## src/rtl/memory_arbiter.sv

```systemverilog
// Purpose : round-robin arbiter sharing one block-wide main memory between the I-cache and D-cache.
// Latency : request sampled in IDLE -> strobe next edge; 3 cycles of overhead plus memory latency.
// Backpress: per-client BUSYWAIT stays high until that client's own DONE cycle; MEM_BUSYWAIT stalls WAIT.
//
// Ports:
//   CLK, RESET                    clock; asynchronous active-low reset
//   I_READ, I_ADDRESS             instruction-cache block read request
//   I_READDATA, I_BUSYWAIT        block returned to / stall for the instruction cache
//   D_READ, D_WRITE, D_ADDRESS,   data-cache block read / write-back request
//   D_WRITEDATA
//   D_READDATA, D_BUSYWAIT        block returned to / stall for the data cache
//   MEM_READ, MEM_WRITE,          registered memory request strobes, address and write block
//   MEM_ADDRESS, MEM_WRITEDATA
//   MEM_READDATA, MEM_BUSYWAIT    memory read block and busy indication
module memory_arbiter (
  input  logic         CLK,
  input  logic         RESET,
  input  logic         I_READ,
  input  logic [27:0]  I_ADDRESS,
  output logic [127:0] I_READDATA,
  output logic         I_BUSYWAIT,
  input  logic         D_READ,
  input  logic         D_WRITE,
  input  logic [27:0]  D_ADDRESS,
  input  logic [127:0] D_WRITEDATA,
  output logic [127:0] D_READDATA,
  output logic         D_BUSYWAIT,
  output logic         MEM_READ,
  output logic         MEM_WRITE,
  output logic [27:0]  MEM_ADDRESS,
  output logic [127:0] MEM_WRITEDATA,
  input  logic [127:0] MEM_READDATA,
  input  logic         MEM_BUSYWAIT
);

  typedef enum logic [1:0] {
    ST_IDLE  = 2'd0,
    ST_ISSUE = 2'd1,
    ST_WAIT  = 2'd2,
    ST_DONE  = 2'd3
  } state_t;

  // Client encoding used by owner and last_grant.
  localparam logic CL_I = 1'b0;
  localparam logic CL_D = 1'b1;

  state_t         state_q,      state_d;
  logic           owner_q,      owner_d;
  logic           last_grant_q, last_grant_d;
  logic           mask_q,       mask_d;
  logic           op_write_q,   op_write_d;
  logic           mem_read_q,   mem_read_d;
  logic           mem_write_q,  mem_write_d;
  logic [27:0]    mem_addr_q,   mem_addr_d;
  logic [127:0]   mem_wdata_q,  mem_wdata_d;
  logic [127:0]   i_rdata_q,    i_rdata_d;
  logic [127:0]   d_rdata_q,    d_rdata_d;

  logic           i_req;
  logic           d_req;
  logic           i_elig;
  logic           d_elig;
  logic           grant_vld;
  logic           grant_cl;
  logic           grant_wr;

  assign i_req = I_READ;
  assign d_req = D_READ | D_WRITE;

  // The client that just finished sits out the single IDLE cycle after DONE,
  // so a client that holds its request line through IDLE is not served twice.
  assign i_elig = i_req & ~(mask_q & (owner_q == CL_I));
  assign d_elig = d_req & ~(mask_q & (owner_q == CL_D));

  assign grant_vld = i_elig | d_elig;
  // On a tie the client that was not granted last time wins.
  assign grant_cl  = (i_elig & d_elig) ? ~last_grant_q : d_elig;
  // D_READ together with D_WRITE is a write-back.
  assign grant_wr  = (grant_cl == CL_D) & D_WRITE;

  always_comb begin
    state_d      = state_q;
    owner_d      = owner_q;
    last_grant_d = last_grant_q;
    mask_d       = 1'b0;
    op_write_d   = op_write_q;
    mem_read_d   = mem_read_q;
    mem_write_d  = mem_write_q;
    mem_addr_d   = mem_addr_q;
    mem_wdata_d  = mem_wdata_q;
    i_rdata_d    = i_rdata_q;
    d_rdata_d    = d_rdata_q;

    case (state_q)
      ST_IDLE: begin
        if (grant_vld) begin
          owner_d      = grant_cl;
          last_grant_d = grant_cl;
          op_write_d   = grant_wr;
          mem_addr_d   = (grant_cl == CL_D) ? D_ADDRESS : I_ADDRESS;
          if (grant_cl == CL_D) begin
            mem_wdata_d = D_WRITEDATA;
          end
          // Strobes are registered here so they are visible while in ISSUE.
          mem_read_d   = ~grant_wr;
          mem_write_d  = grant_wr;
          state_d      = ST_ISSUE;
        end
      end

      ST_ISSUE: begin
        // Memory has not seen the strobe yet, so its busy flag is meaningless here.
        state_d = ST_WAIT;
      end

      ST_WAIT: begin
        if (!MEM_BUSYWAIT) begin
          state_d     = ST_DONE;
          mem_read_d  = 1'b0;
          mem_write_d = 1'b0;
          // Read data is captured even if the owner has already dropped its request.
          if (!op_write_q) begin
            if (owner_q == CL_D) begin
              d_rdata_d = MEM_READDATA;
            end else begin
              i_rdata_d = MEM_READDATA;
            end
          end
        end
      end

      ST_DONE: begin
        state_d = ST_IDLE;
        mask_d  = 1'b1;
      end

      default: begin
        state_d = ST_IDLE;
      end
    endcase
  end

  always_ff @(posedge CLK or negedge RESET) begin
    if (!RESET) begin
      state_q      <= ST_IDLE;
      owner_q      <= CL_I;
      last_grant_q <= CL_I;
      mask_q       <= 1'b0;
      op_write_q   <= 1'b0;
      mem_read_q   <= 1'b0;
      mem_write_q  <= 1'b0;
      mem_addr_q   <= '0;
      mem_wdata_q  <= '0;
      i_rdata_q    <= '0;
      d_rdata_q    <= '0;
    end else begin
      state_q      <= state_d;
      owner_q      <= owner_d;
      last_grant_q <= last_grant_d;
      mask_q       <= mask_d;
      op_write_q   <= op_write_d;
      mem_read_q   <= mem_read_d;
      mem_write_q  <= mem_write_d;
      mem_addr_q   <= mem_addr_d;
      mem_wdata_q  <= mem_wdata_d;
      i_rdata_q    <= i_rdata_d;
      d_rdata_q    <= d_rdata_d;
    end
  end

  assign MEM_READ      = mem_read_q;
  assign MEM_WRITE     = mem_write_q;
  assign MEM_ADDRESS   = mem_addr_q;
  assign MEM_WRITEDATA = mem_wdata_q;
  assign I_READDATA    = i_rdata_q;
  assign D_READDATA    = d_rdata_q;

  // Only combinational output path: a requester is released solely in its own DONE cycle.
  assign I_BUSYWAIT = i_req & ~((state_q == ST_DONE) & (owner_q == CL_I));
  assign D_BUSYWAIT = d_req & ~((state_q == ST_DONE) & (owner_q == CL_D));

  a_strobe_excl: assert property (@(posedge CLK) disable iff (!RESET) !(MEM_READ && MEM_WRITE));

endmodule

```

## config.mk

```make
export PLATFORM = sky130hd
export DESIGN_NAME = memory_arbiter
export DESIGN_NICKNAME = d
export VERILOG_FILES = /design/src/rtl/memory_arbiter.sv
export SDC_FILE = /design/constraint.sdc
export NUM_CORES = 1
export LEC_CHECK = 0
export CORE_AREA = 2 2 287 289
export DETAILED_ROUTE_END_ITERATION = 16
export DIE_AREA = 0 0 289 291
export PLACE_DENSITY = 0.52
export SLEW_MARGIN = 20
export SYNTH_ARGS = -nofsm -noshare
export SYNTH_HDL_FRONTEND = slang
export SYNTH_SLANG_ARGS = --single-unit
```

## constraint.sdc

```tcl
create_clock -name CLK -period 3.13 [get_ports CLK]
set_clock_uncertainty 0.15 [all_clocks]
set_input_delay 0.4695 -clock CLK [delete_from_list [all_inputs] [get_ports CLK]]
set_output_delay 0.4695 -clock CLK [all_outputs]
set_load 0.03 [all_outputs]
```

**After elaboration in Yosys (flattened, before gate mapping)**

Index checks and enable logic that the tools add are counted.

- Eq/ne operators: 5
- Multiplexer cells: 11
- Bitwise operators: 20
- Reduce and logical (&&, ||, !) cells: 8

Operators by type and width:

| operator | count |
|---|---|
| 28-bit 2-to-1 mux | 1 |
| 1-bit AND | 10 |
| 1-bit NOT | 8 |
| 2-bit one-hot mux with 4 select lines | 1 |
| 4-bit AND reduction | 2 |
| 3-bit AND reduction | 2 |
| 1-bit 2-to-1 mux | 5 |
| 2-bit == test, second input constant | 2 |
| 2-bit 2-to-1 mux | 2 |
| 2-bit inequality test, second input constant | 2 |
| 1-bit one-hot mux with 2 select lines | 2 |
| 2-bit AND reduction | 2 |
| 2-bit by 1-bit == test with 1-bit output, second input constant | 1 |
| 2-bit logical NOT | 1 |
| 1-bit OR | 2 |
| 2-bit nonzero test | 1 |

- Bits in registers: 419
- Input bits: 318
- Output and inout bits: 416

**Depth between registers and ports, before layout**

- Word-level depth: 10
- Mapped depth: 7

**Worst setup path after synthesis**

No wires, ideal clock.

- Path type: reg2reg
- Start point: reg state_q[0]
- End point: reg d_rdata_q[107], in the netlist D_READDATA[107]
- Data arrival time: 1.682 ns
- Data required time: 2.855 ns
- Slack: 1.173 ns
- Cell stages (with the launch flop): 7
- Buffers on the path: 2
- Clock period less this slack: 1.957 ns
- Path through: dfrtp_1 -> inv_1 -> ha_1 -> and4bb_2 -> buf_2 -> buf_2 -> mux2_2

- Longest elaborated chain between the ends: 2

Ends and longest elaborated chain:

| what | line | text |
|---|---|---|
| start, declared | 47 | `state_t state_q, state_d;` |
| start signal, assigned | 157 | `state_q <= state_d;` |
| 2-bit == test | 94 | `case (state_q)` |
| 4-bit AND reduction (no line) | -- |  |
| end signal, assigned | 167 | `d_rdata_q <= d_rdata_d;` |
| end, declared | 57 | `logic [127:0] d_rdata_q, d_rdata_d;` |

Every way passes these cells.
A chain may end at the register's enable or synchronous reset.

**Worst setup path in the final report**

- Start point: reg state_q[1]
- End point: out I_BUSYWAIT

- Longest elaborated chain between the ends: 4

Ends and longest elaborated chain:

| what | line | text |
|---|---|---|
| 2-bit == test | 179 | `assign I_BUSYWAIT = i_req & ~((state_q == ST_DONE) & (owner_q == CL_I));` |
| 1-bit AND | 179 |  |
| 1-bit NOT | 179 |  |
| 1-bit AND | 179 |  |
| end, declared | 21 | `output logic I_BUSYWAIT,` |

Every way passes these cells.

==> results.md <==
- Routed WL: 51800 um
- DP Cell Count: 2758
- Tot Pwr: 0.0321 W
- Die W: 289 um
- Combinational power share: 51.5%
- Sequential Power Share: 30.2%
- Fmax: 0.365 GHz
- Initial Util: 19.7%
- Primary FF master, synth: dfrtp_1
- Die area: 84100 um2
- Grt total ovfl: 0
- DIE HEIGHT: 291 um
- Vias: 10984
- Largest net degree at the start of global routing: 77
- RSZ-0062 raised after global routing: no
- Asr flop ratio synth: 100%
- TritonCTS clock tree: yes
- CTS sink cnt: 419
- Fin crit period: 2740 ps
- Layout Cells excl Fill: 2848
- Synth-to-layout area growth: 65.3%
- Synth area leaders: dfrtp_1 (66%), mux2_2 (27%), mux2i_1 (1.8%)
- Syn avg cell area: 16.4 um2
- CTS Buffer Depth: 3
- Max cap viols: 0
- Internal power: 0.0194 W
- Average vias per placed instance: 3.86
- Core box area: 81200 um2
- First-pass GRT wire length: 77500 um
- Buffer count from post-CTS setup fixing: 0
- Area leader, netlist: dfrtp_1
- IO buf count: 733
- Sequential fraction of the synthesis area: 65.7%
- Initial antenna violation count: 2
- Final nets: 2061
- WHS: 326 ps
- Final count of hold timing violations: 0
- Number of fill cells: 8054
- Net load switching power: 0.0127 W
- Sw Share: 39.5%
- Slew Viols, Final: 0
- Slowest CP cell: clkdlybuf4s50_1
- Post-synth top cells: dfrtp_1 (419), mux2_2 (384), nand2_1 (30)
- Setup CP Type: flip-flop to primary output
- Slowest stage delay, CP: 690 ps
- Gr usage total: 12.0%
- Clk_lat worst skew: 570 ps
- Number of remaining DRC errors: 0
- Status: completed
- Post-route clock period utilization: 87.4%
- Wirelength per Cell: 18.2 um
- Initial DRC Count: 182
- Critical path peak fanout: 4
- Top-count cell post-synth: dfrtp_1
- Ports: 734
- Peak supply drop: 0.000595 V
- Post-layout util: 32.5%
- Synth top area share: 65.7%
- P per Cell Area: 1220 nW/um2
- Tightest Pin Transition: 593 ps
- Setup TNS: 0 ps
- Post-synth EDFFs: 0
- Mapped Nets: 1298
- Post-synthesis cell type count: 31
- Vias in the first global route: 12326
- H-tree depth: 2
- Remaining antenna violation count: 0
- Hold crit path type: primary input to asynchronous set/reset pin
- Clock share of power: 18.3%
- Total CTS buffers: 48
- CP Cell Sequence: ha_1 -> a21boi_0 -> clkdlybuf4s50_1
- Final GP Congestion: 0.778
- Critical path data arrival time: 2120 ps
- # rows: 105
- CTS Root Cell: clkbuf_16
- Post-synthesis register bit count: 419
- Critical Path Source Type: flip-flop
- Synth warnings: 0
- Worst-path clk slew: 60 ps
- Hpwl dp: 39200 um
- Synth Instances: 976
- Setup violations, final: 0
- Slew Limit Headroom: 60.5%
- Leak Pwr: 10.8 nW
- Post-synthesis cell area: 16000 um2
- Initial DRT Pass Iterations: 4
- Setup crit end kind: primary output
- Crit path required time: 2510 ps
- Fraction of layout cells with a size suffix above 1: 28.0%
[power groups by stage]
stage	logic [W]	registers, W	clock network [W]
after global routing	0.0174	0.0101	0.00633
after detailed placement	0.0168	0.00978	0
after CTS	0.0168	0.00975	0.00610
after floorplan	0.00393	0.0150	0
final	0.0165	0.00970	0.00587
after global placement	0.0167	0.00968	0
[metrics by stage]
| step | area (um2) | worst slack [ps] |
|---|---|---|
| floorplan | 16000 | 1170 |
| global placement | 24700 | 392 |
| detailed placement | 24700 | 312 |
| CTS | 26400 | 335 |
| global route | 26400 | 250 |
| finish | 26400 | 394 |
[repair_timing]
| action | in CTS | in global routing |
|---|---|---|
| resized for setup | 0 | 0 |
| hold endpoints to repair | 49 | 0 |
| hold buffers | 1 | 0 |
[area by class of cell]
| class | instances | area (um2) | share of cell area [%] |
|---|---|---|---|
| Antenna cell | 2 | 5.00 | 0.0190 |
| Timing Repair Buffer | 765 | 7720 | 29.3 |
| Inverter | 4 | 15.0 | 0.0569 |
| Clock buffer | 76 | 1480 | 5.60 |
| Multi-Input combinational cell | 501 | 5140 | 19.5 |
| Clock inverter | 11 | 190 | 0.721 |
| Sequential cell | 419 | 10500 | 39.8 |
| Tap cell | 1070 | 1340 | 5.08 |
[placed cells by master (no fill, tap or decap), types with 3 or more instances in the layout]
master,n
clkbuf_8,15
bufinv_16,5
clkdlybuf4s50_1,732
nand2_1,30
clkinv_2,3
inv_1,4
ha_1,4
o21ai_0,24
nor2_1,3
mux2i_1,28
clkbuf_16,49
clkbuf_1,12
mux2_2,384
dfrtp_1,419
buf_12,11
buf_4,20
o21ai_1,5
[routing by layer]
| metal | global-route usage (%) | wire (um) |
|---|---|---|
| met5 | 0 | 0 |
| met4 | 4.65 | 1880 |
| met3 | 4.16 | 4610 |
| met2 | 22.0 | 26900 |
| met1 | 12.4 | 18400 |
[flip-flops by register name, summed over array words and instances (netlist names)]
name,flops
D_READDATA,128
I_READDATA,128
MEM_ADDRESS,28
MEM_READ,1
MEM_WRITE,1
MEM_WRITEDATA,128
last_grant_q,1
mask_q,1
op_write_q,1
state_q,2
[kinds of logic after synthesis]
family	after synthesis	share of synthesized area [%]
simple gates	43	1.32
buf+inv	56	2.26
fa+ha+maj	4	0.314
flops	419	65.7
compound gates	41	1.49
mux	413	28.9
[path summary, 6_finish.rpt]
kind / start / end / slack [ps] / depth (start not counted)
max: state_q[1] / I_BUSYWAIT / 390 / 3
min: RESET / D_READDATA[18] / 330 / 2
max reg2reg: state_q[0] / I_READDATA[72] / 770 / 6
min reg2reg: MEM_ADDRESS[16] / MEM_ADDRESS[16] / 330 / 2
max in group asynchronous: RESET / MEM_WRITEDATA[89] / 1550 / 3
min in group CLK: MEM_ADDRESS[16] / MEM_ADDRESS[16] / 330 / 2
[worst max-delay path, delay by kind of cell, from the launching register on]
family | cells | cell delay [ps]
AOI/OAI and AO/OA | 1 | 180
adders and majority gates | 1 | 260
buffers and inverters | 1 | 690
DFF | 1 | 410
Note: power is estimated with default switching activity, not from simulation.
